**src/rtl/rf_write_arbiter.sv**
```systemverilog
// Two-requester arbiter for the register-file write port: burst-limited round-robin
// with a registered write. Define RF_ARB_FIXED_PRI_EN for strict req0 priority instead.
module rf_write_arbiter #(
  parameter int WIDTH     = 32,
  parameter int ADDR_W    = 5,
  parameter int MAX_BURST = 4
) (
  input  logic              clk,
  input  logic              rst_n,
  input  logic              req0_valid,
  input  logic [ADDR_W-1:0] req0_addr,
  input  logic [WIDTH-1:0]  req0_data,
  output logic              req0_ready,
  input  logic              req1_valid,
  input  logic [ADDR_W-1:0] req1_addr,
  input  logic [WIDTH-1:0]  req1_data,
  output logic              req1_ready,
  output logic              wr_en,
  output logic [ADDR_W-1:0] wr_addr,
  output logic [WIDTH-1:0]  wr_data,
  output logic [1:0]        owner
);

  typedef enum logic [1:0] {IDLE = 2'b00, OWN0 = 2'b01, OWN1 = 2'b10} state_e;

  state_e            state_q, state_d;
  logic              grant0, grant1;
  logic              xfer;
  logic [ADDR_W-1:0] sel_addr;
  logic [WIDTH-1:0]  sel_data;
  logic              wr_en_q, wr_en_d;
  logic [ADDR_W-1:0] wr_addr_q;
  logic [WIDTH-1:0]  wr_data_q;

`ifndef RF_ARB_FIXED_PRI_EN
  localparam int CNT_W = $clog2(MAX_BURST + 1);
  localparam logic [CNT_W-1:0] CNT_MAX = CNT_W'(MAX_BURST);
  localparam logic [CNT_W-1:0] CNT_ONE = CNT_W'(1);

  logic [CNT_W-1:0] cnt_q, cnt_d;
  logic             last_q, last_d;
`endif

  always_comb begin
    grant0 = 1'b0;
    grant1 = 1'b0;
`ifdef RF_ARB_FIXED_PRI_EN
    grant0 = req0_valid;
    grant1 = req1_valid & ~req0_valid;
`else
    cnt_d  = '0;
    last_d = last_q;
    case (state_q)
      OWN0: begin
        if (req1_valid && (cnt_q == CNT_MAX || !req0_valid)) grant1 = 1'b1;
        else if (req0_valid)                                 grant0 = 1'b1;
      end
      OWN1: begin
        if (req0_valid && (cnt_q == CNT_MAX || !req1_valid)) grant0 = 1'b1;
        else if (req1_valid)                                 grant1 = 1'b1;
      end
      default: begin
        // last_q==1 means req1 won last, so req0 takes a tie.
        if (req0_valid && req1_valid) begin
          grant0 = last_q;
          grant1 = ~last_q;
        end else begin
          grant0 = req0_valid;
          grant1 = req1_valid;
        end
      end
    endcase

    // Continuing the same owner counts up (saturating); a new owner restarts at 1.
    if (grant0) begin
      last_d = 1'b0;
      if (state_q == OWN0) cnt_d = (cnt_q == CNT_MAX) ? cnt_q : cnt_q + CNT_ONE;
      else                 cnt_d = CNT_ONE;
    end else if (grant1) begin
      last_d = 1'b1;
      if (state_q == OWN1) cnt_d = (cnt_q == CNT_MAX) ? cnt_q : cnt_q + CNT_ONE;
      else                 cnt_d = CNT_ONE;
    end
`endif
    if (grant0)      state_d = OWN0;
    else if (grant1) state_d = OWN1;
    else             state_d = IDLE;
  end

  assign req0_ready = grant0 & rst_n;
  assign req1_ready = grant1 & rst_n;
  assign xfer       = grant0 | grant1;
  assign sel_addr   = grant1 ? req1_addr : req0_addr;
  assign sel_data   = grant1 ? req1_data : req0_data;
  // Writes to r0 are consumed but never enabled on the register file.
  assign wr_en_d    = xfer && (sel_addr != '0);

  always_ff @(posedge clk or negedge rst_n) begin
    if (!rst_n) begin
      state_q   <= IDLE;
      wr_en_q   <= 1'b0;
      wr_addr_q <= '0;
      wr_data_q <= '0;
    end else begin
      state_q <= state_d;
      wr_en_q <= wr_en_d;
      if (xfer) begin
        wr_addr_q <= sel_addr;
        wr_data_q <= sel_data;
      end
    end
  end

`ifndef RF_ARB_FIXED_PRI_EN
  always_ff @(posedge clk or negedge rst_n) begin
    if (!rst_n) begin
      cnt_q  <= '0;
      last_q <= 1'b1;
    end else begin
      cnt_q  <= cnt_d;
      last_q <= last_d;
    end
  end
`endif

  assign wr_en   = wr_en_q;
  assign wr_addr = wr_addr_q;
  assign wr_data = wr_data_q;
  assign owner   = state_q;

endmodule
```
**config.mk**
```make
export PLATFORM = sky130hd
export DESIGN_NAME = rf_write_arbiter
export DESIGN_NICKNAME = d
export VERILOG_FILES = /design/src/rtl/rf_write_arbiter.sv
export SDC_FILE = /design/constraint.sdc
export NUM_CORES = 1
export LEC_CHECK = 0
export BUFFER_PORTS_ARGS = -buffer_cell sky130_fd_sc_hd__clkbuf_2
export CELL_PAD_IN_SITES_DETAIL_PLACEMENT = 1
export CELL_PAD_IN_SITES_GLOBAL_PLACEMENT = 2
export CORE_MARGIN = 2
export CORE_UTILIZATION = 28
export CTS_BUF_LIST = sky130_fd_sc_hd__clkbuf_4 sky130_fd_sc_hd__clkbuf_8
export CTS_CLUSTER_SIZE = 16
export DETAILED_ROUTE_END_ITERATION = 10
export PLACE_DENSITY_LB_ADDON = 0.08
export SETUP_SLACK_MARGIN = 0.2
export SLEW_MARGIN = 10
export SYNTH_ARGS = -nofsm -noshare
export SYNTH_HDL_FRONTEND = slang
export SYNTH_SLANG_ARGS = --single-unit
export TNS_END_PERCENT = 100
```
**constraint.sdc**
```tcl
create_clock -name clk -period 2 [get_ports clk]
set_input_delay 0.1 -clock clk [delete_from_list [all_inputs] [get_ports clk]]
set_output_delay 0.1 -clock clk [all_outputs]
set_load 0.02 [all_outputs]
```
==> metrics.yaml, run 1 <==
status: "finished, violations left"
violations: "setup timing"
cp_num_buf_inv: 2
cpPeakStageDelay_ns: 0.44
drc_errors: 0
crit_top_cell: "mux2_4"
clock-sinks: 44
hold_start: "req1_data[6]"
nets: 395
dr.pass1.iters: 4
cts_root_buffer: "clkbuf_8"
cp.required_ns: 2.18
gr-usage-all-layers: 0.1391
crit_family: "multiplexers"
clockBufferDepth: 2
yosysTopAreaCell: "dfrtp_1"
timing.rr.start: "owner[1]$_DFF_PN0_"
maxCapViolCount: 0
hp-class: "in -> reg"
grt_start_max_net_pins: 29
power_density_nw_per_um2: 1960
layout_setup_ws_ns: -0.1842
antenna_found_initial: 0
htreeDepth: 2
path_class: "reg -> reg"
drtIter0Drc: 25
drt-total-wl_mm: 7.014
drv_slew: 0
num_antenna_cells: 0
fp.dieW_um: 99.29
clkTransAtPathRegs_ns: 0.09
cts_tree: "done"
finalSetupViolCount: 43
synth.area.top_cells: "dfrtp_1 42%, mux2_4 35%, mux2_2 6.2%"
viasPerCell: 4.474
drive_above_1_share: 0.7898
yosysSeqAreaShare: 0.4336
async_flop_share: 1.000
worst_hold_path.endpoint: "wr_data[6]$_DFFE_PN0P_"
rows: 34
path_max_fanout: 7
cp_data_arrival_time_ns: 2.37
power_leakage_nw: 1.996
start_util: 0.2901
ys_types: 30
synth_flop_cell: "dfrtp_1"
grt-ovfl-total: 0
syn_avg_cell_area_sq_um: 15.04
min_period_over_period: 1.092
yosysWarnings: 0
syn_inst: 169
antenna_left: 0
power_w: 0.007413
hold_viol_final: 0
max-slew-margin-rel: 0.6426
worst_r2r_endpoint: "wr_addr[4]$_DFFE_PN0P_"
setup_tns_ns: -5.873
grt_pass1_wl_mm: 10.62
chipHeight_um: 99.29
yosysTopAreaCellShare: 0.4232
grt_setup_unrepaired: "true"
cts_buffers: 5
skew_ns: 0.007033
cp-end-kind: "flop"
route.vias.total: 1888
core_sq_um: 8763
grt_pass1_vias: 2053
fmax_ghz: 0.4578
clk_latency_ns: 0.30
area_growth_pct: 48.77
avgRoutedWirePerCell_um: 16.62
synthTopCellsByCount: "60 x mux2_4, 43 x dfrtp_1, 14 x mux2_2, 5 x buf_6, 5 x inv_1"
dieArea_sq_um: 9859
place_congestion: 0.7125
cp-start-kind: "flop"
min_path_cells: 2
cp_cell_sequence: "ha_4 -> nor2_2 -> a211oi_4 -> buf_6 -> clkbuf_16 -> mux2_4 -> mux2_4"
ys_ff_latch: 44
tightest_slew_ns: 0.5361
yosysMostFrequentCell: "mux2_4"
io_buffers: 119
r2r_slack_ns: -0.18
dp.final_hpwl_mm: 4.816
synth_edf_count: 0
crit_slowest_cell: "dfrtp_2"
hold_ws_ns: 0.02364
io-pin-count: 120
ir_worst_vdd_v: 0.0005557
netlist_area_sq_um: 2542
synthesis.nets: 251
worstRegToRegCells: 7
period_minus_slack_ns: 2.184
## how the worst max path moves through the flow
stage,from,to,slack [ns],depth (start not counted)
2_1_floorplan,owner[0]$_DFF_PN0_,wr_addr[0]$_DFFE_PN0P_,-0.20,8
3_3_place_gp,owner[0]$_DFF_PN0_,wr_data[2]$_DFFE_PN0P_,-0.14,8
3_5_place_dp,owner[0]$_DFF_PN0_,wr_data[1]$_DFFE_PN0P_,-0.15,8
4_1_cts,owner[0]$_DFF_PN0_,req0_ready,-0.18,9
5_1_grt,owner[1]$_DFF_PN0_,wr_data[29]$_DFFE_PN0P_,-0.25,7
6_report,owner[1]$_DFF_PN0_,wr_addr[4]$_DFFE_PN0P_,-0.18,7
## cell type report
cell class              instances  area [sq um]
well taps                     108         135.1
inverters                       5         18.77
flip-flops and latches         44          1105
clock inverters                 2         38.79
fillers                       955          4981
multi-input cells             112          1486
clock buffers                   6         82.58
repair buffers                145         915.9
## worst register-to-register path: stages, from the launching register on
cell and delay, ns:
dfrtp_2 0.44, ha_4 0.34, nor2_2 0.08, a211oi_4 0.32
buf_6 0.17, clkbuf_16 0.16, mux2_4 0.30, mux2_4 0.26
## where the power goes
| part | leakage, nW | switching [W] | internal, W |
|---|---|---|---|
| clock | 0.0614 | 0.000324 | 0.000409 |
| combinational | 1.42 | 0.00210 | 0.00296 |
| sequential | 0.516 | 0.000259 | 0.00136 |
| total | 2.00 | 0.00268 | 0.00473 |
## logic make-up after synthesis
group / Yosys count / share of synthesized area
and+or+nand+nor: 16 / 0.04035
xor gates and xnor gates: 1 / 0.003446
DFF: 44 / 0.4336
AOI/OAI and AO/OA: 16 / 0.04725
muxes: 75 / 0.4203
adders and majority gates: 4 / 0.01969
buffers and inverters: 13 / 0.03543
## registers in the layout (all words and copies together) (netlist names)
| register | flops |
|---|---|
| wr_en | 1 |
| cnt_q | 3 |
| owner | 2 |
| last_q | 1 |
| wr_addr | 5 |
| wr_data | 32 |
## stage by stage
stage	util	setup WS [ns]	instances	instance area [sq um]
6_report	0.4316	-0.1842	422	3782
4_1_cts	0.4045	-0.1797	412	3545
3_5_place_dp	0.3821	-0.1526	398	3348
2_1_floorplan	-	-0.1969	169	2577
3_3_place_gp	0.3821	-0.1382	398	3348
5_1_grt	0.4316	-0.2456	422	3782
## layer usage
metal  vias to the layer above  wire length [um]  GRT usage
met5                         -                 0          0
met1                       922              3212     0.1786
met2                        72              3365     0.2339
met4                         0                32    0.03056
li1                        892                 -          -
met3                         2               403    0.03935
## layout by cell type (no fill, tap or decap), types with 3 or more instances in the layout
master    netlist  final
mux2_4         60     72
clkbuf_8        0      6
clkbuf_2        0    118
inv_1           5      4
dfrtp_1        43     41
buf_6           5      4
buf_8           0      3
buf_4           0     13
## timing repair
| action | CTS | global route |
|---|---|---|
| pin swaps | 0 | 6 |
| hold buffers | 1 | 1 |
| cloned | 2 | 2 |
| resized for setup | 4 | 34 |
| buffers inserted | 3 | 7 |
| endpoints found under the setup margin | 43 | 45 |
| endpoints found under the hold margin | 17 | 1 |
(Power assumes the default switching activity.)
==> run 2, diff against run 1 <==
--- a/config.mk
+++ b/config.mk
@@ -5,11 +5,12 @@
 export SDC_FILE = /design/constraint.sdc
 export NUM_CORES = 1
 export LEC_CHECK = 0
+export ABC_AREA = 1
 export BUFFER_PORTS_ARGS = -buffer_cell sky130_fd_sc_hd__clkbuf_2
 export CELL_PAD_IN_SITES_DETAIL_PLACEMENT = 1
 export CELL_PAD_IN_SITES_GLOBAL_PLACEMENT = 2
 export CORE_MARGIN = 2
-export CORE_UTILIZATION = 28
+export CORE_UTILIZATION = 22
 export CTS_BUF_LIST = sky130_fd_sc_hd__clkbuf_4 sky130_fd_sc_hd__clkbuf_8
 export CTS_CLUSTER_SIZE = 16
 export DETAILED_ROUTE_END_ITERATION = 10
==> metrics.yaml, run 2 <==
finalSetupViolCount: 0  # -100%
num_antenna_cells: 0  # unchanged
power_w: 0.007527  # +1.5%
path_max_fanout: 5  # -2
antenna_found_initial: 0  # unchanged
io_buffers: 119  # unchanged
status: "complete, no violations"
dr.pass1.iters: 4  # unchanged
core_sq_um: 9729  # +11%
yosys.area_share.simple: 0.2039  # +0.1635
largest_reg_flops: 32  # unchanged
syn_avg_cell_area_sq_um: 8.130  # -46%
min_path_cells: 3  # +1
yosysMostFrequentCell: "nand2_1"
crit_top_cell: "nand2_1"
chipHeight_um: 104.1  # +4.8%
area_growth_pct: 48.61
place_area_sq_um: 2974  # -11%
cts_buffers: 5  # unchanged
ys_types: 24  # -20%
tightest_slew_ns: 0.6137  # +0.07760 ns
hold_viol_final: 0  # unchanged
ys_ff_latch: 44  # unchanged
synth_adder_area_share: 0.02271  # +0.003029
maxCapViolCount: 0  # unchanged
worst_r2r_endpoint: "wr_data[21]$_DFFE_PN0P_"
cts_root_buffer: "clkbuf_8"
drt-total-wl_mm: 7.647  # +9.0%
route.vias.total: 2279  # +21%
min_period_over_period: 0.8851  # -0.2070
grt_start_max_net_pins: 45  # +55%
cp-start-kind: "flop"
design_area_sq_um: 3274  # -13%
drtIter0Drc: 69  # +180%
synth_flop_cell: "dfrtp_1"
max-slew-margin-rel: 0.5909  # -0.05173
grt-ovfl-total: 0  # unchanged
timing.rr.start: "cnt_q[1]$_DFF_PN0_"
synth_top_family_by_area: "simple AND/OR/NAND/NOR gates"
viasPerCell: 4.252  # -5.0%
worst_hold_path.endpoint: "wr_data[10]$_DFFE_PN0P_"
crit_family: "flip-flops"
synth.area.top_cells: "dfrtp_1 49%, o21ai_1 11%, nand2_1 9.7%"
rows: 36  # +5.9%
async_flop_share: 1.000  # unchanged
drive_above_1_share: 0.4094  # -0.3804
cts_tree: "done"
yosysWarnings: 0  # unchanged
avgRoutedWirePerCell_um: 14.27  # -14%
yosysTopAreaCellShare: 0.4884  # +0.06513
fmax_ghz: 0.5649  # +23%
htreeDepth: 2  # unchanged
place_congestion: 0.7511  # +5.4%
grt_pass1_vias: 2373  # +16%
r2r_slack_ns: 0.27  # +0.45 ns
start_util: 0.2265  # -0.06365
cpPeakStageDelay_ns: 0.41  # -0.03 ns
layout_setup_ws_ns: 0.2298  # +0.4139 ns
final_common_cell: "clkbuf_2"
dp.final_hpwl_mm: 5.559  # +15%
cp_cell_sequence: "inv_2 -> ha_4 -> nand2_1 -> inv_1 -> nand2_1 -> nand3_2 -> nand2_4 -> buf_8 -> nor2_4 -> buf_6"
path_class: "reg -> out"
synth_edf_count: 0  # unchanged
worstRegToRegCells: 12  # +5
final_cell_mix: "117 x clkbuf_2, 55 x nand2_1, 53 x o21ai_1"
place_ws_ns: 0.1136  # +0.2663 ns
grt_setup_unrepaired: "true"
power_leakage_nw: 1.670  # -16%
cp-end-kind: "primary output"
clock-sinks: 44  # unchanged
setup_tns_ns: 0  # +5.873 ns
clkTransAtPathRegs_ns: 0.09  # about the same
antenna_left: 0  # unchanged
synthesis.nets: 353  # +41%
grt_pass1_wl_mm: 12.40  # +17%
synth_compound_area_frac: 0.1829  # +0.1356
synthTopCellsByCount: "57 x nand2_1, 50 x o21ai_1, 43 x dfrtp_1, 37 x nor2_1, 23 x o21ai_0"
crit_slowest_cell: "dfrtp_1"
ir_worst_vdd_v: 0.0005708  # +2.7%
hold_start: "req1_data[10]"
yosysSeqAreaShare: 0.5003  # +0.06672
clk_latency_ns: 0.30  # about the same
clockBufferDepth: 2  # unchanged
netlist_area_sq_um: 2203  # -13%
syn_inst: 271  # +60%
period_minus_slack_ns: 1.770  # -0.4139 ns
synth_mux_area_frac: 0  # -0.4203
fp.dieW_um: 104.1  # +4.8%
nets: 484  # +23%
skew_ns: 0.005798  # -0.001235 ns
cp.required_ns: 1.90  # -0.28 ns
drv_slew: 0  # unchanged
gr-usage-all-layers: 0.1446  # +0.005494
cp_num_buf_inv: 4  # +2
hp-class: "in -> reg"
power_density_nw_per_um2: 2299  # +17%
io-pin-count: 120  # unchanged
drc_errors: 0  # unchanged
cp_data_arrival_time_ns: 1.67  # -0.70 ns
yosysTopAreaCell: "dfrtp_1"
dieArea_sq_um: 10830  # +9.9%
synthXorXnorAreaFrac: 0.007950  # +0.004505
## run 2: worst max-delay path by stage
stage / from / to / slack, ns / cells after the start
global route: cnt_q[0]$_DFF_PN0_ / cnt_q[2]$_DFF_PN0_ / 0.09 / 12
floorplan: owner[0]$_DFF_PN0_ / wr_en$_DFF_PN0_ / 0.29 / 11
detailed placement: cnt_q[1]$_DFF_PN0_ / wr_en$_DFF_PN0_ / 0.11 / 14
finish: owner[0]$_DFF_PN0_ / req1_ready / 0.23 / 10
global placement: owner[0]$_DFF_PN0_ / wr_data[7]$_DFFE_PN0P_ / 0.13 / 10
CTS: owner[0]$_DFF_PN0_ / req1_ready / 0.15 / 10
## run 2: repair_timing
item,CTS,global route
resized for setup,11,26
pin swaps,0,2
endpoints found under the setup margin,36,40
cloned,0,0
hold endpoints to repair,43,0
setup buffers,3,5
hold buffers,1,0
## run 2: worst reg2reg max path, delay by kind of cell (launching register included)
family | cells | cell delay, ns
AO/OA/AOI/OAI | 2 | 0.25
flip-flops | 1 | 0.39
AND/OR/NAND/NOR | 6 | 0.49
buffers and inverters | 3 | 0.36
adder cells (fa/ha/maj) | 1 | 0.13
## run 2: kinds of logic after synthesis
kind of cell    count (synthesis)
xor+xnor                        2
compound gates                 78
flops                          44
simple gates                  109
buf+inv                        34
fa+ha+maj                       4
## run 2: layer usage
| metal | routed length, um | GRT usage |
|---|---|---|
| met1 | 3584 | 0.1924 |
| met2 | 3471 | 0.2331 |
| met3 | 521 | 0.04386 |
| met4 | 68 | 0.02896 |
| met5 | 0 | 0 |
## run 2: where the power goes
group | internal (W) | switching [W] | leakage [nW]
combinational | 0.00198 | 0.00315 | 1.09
clock | 0.000370 | 0.000332 | 0.0541
sequential | 0.00143 | 0.000269 | 0.522
total | 0.00377 | 0.00375 | 1.67
## run 2: final cells by class
type                    instances  area (sq um)
clock buffers                   5         68.82
repair buffers                138         815.8
well taps                     133         166.4
clock inverters                 3         42.54
multi-input cells             193         991.0
flip-flops and latches         44          1102
inverters                      20         87.58
fillers                      1218          6455
## run 2: metrics by stage
step | util | instances | hold WS [ns]
after floorplan | - | 271 | -0.1956
after global placement | 0.3057 | 519 | 0.2800
after detailed placement | 0.3057 | 519 | 0.2817
after CTS | 0.3238 | 531 | 0.04471
after global routing | 0.3365 | 536 | 0.04211
final | 0.3365 | 536 | 0.04913
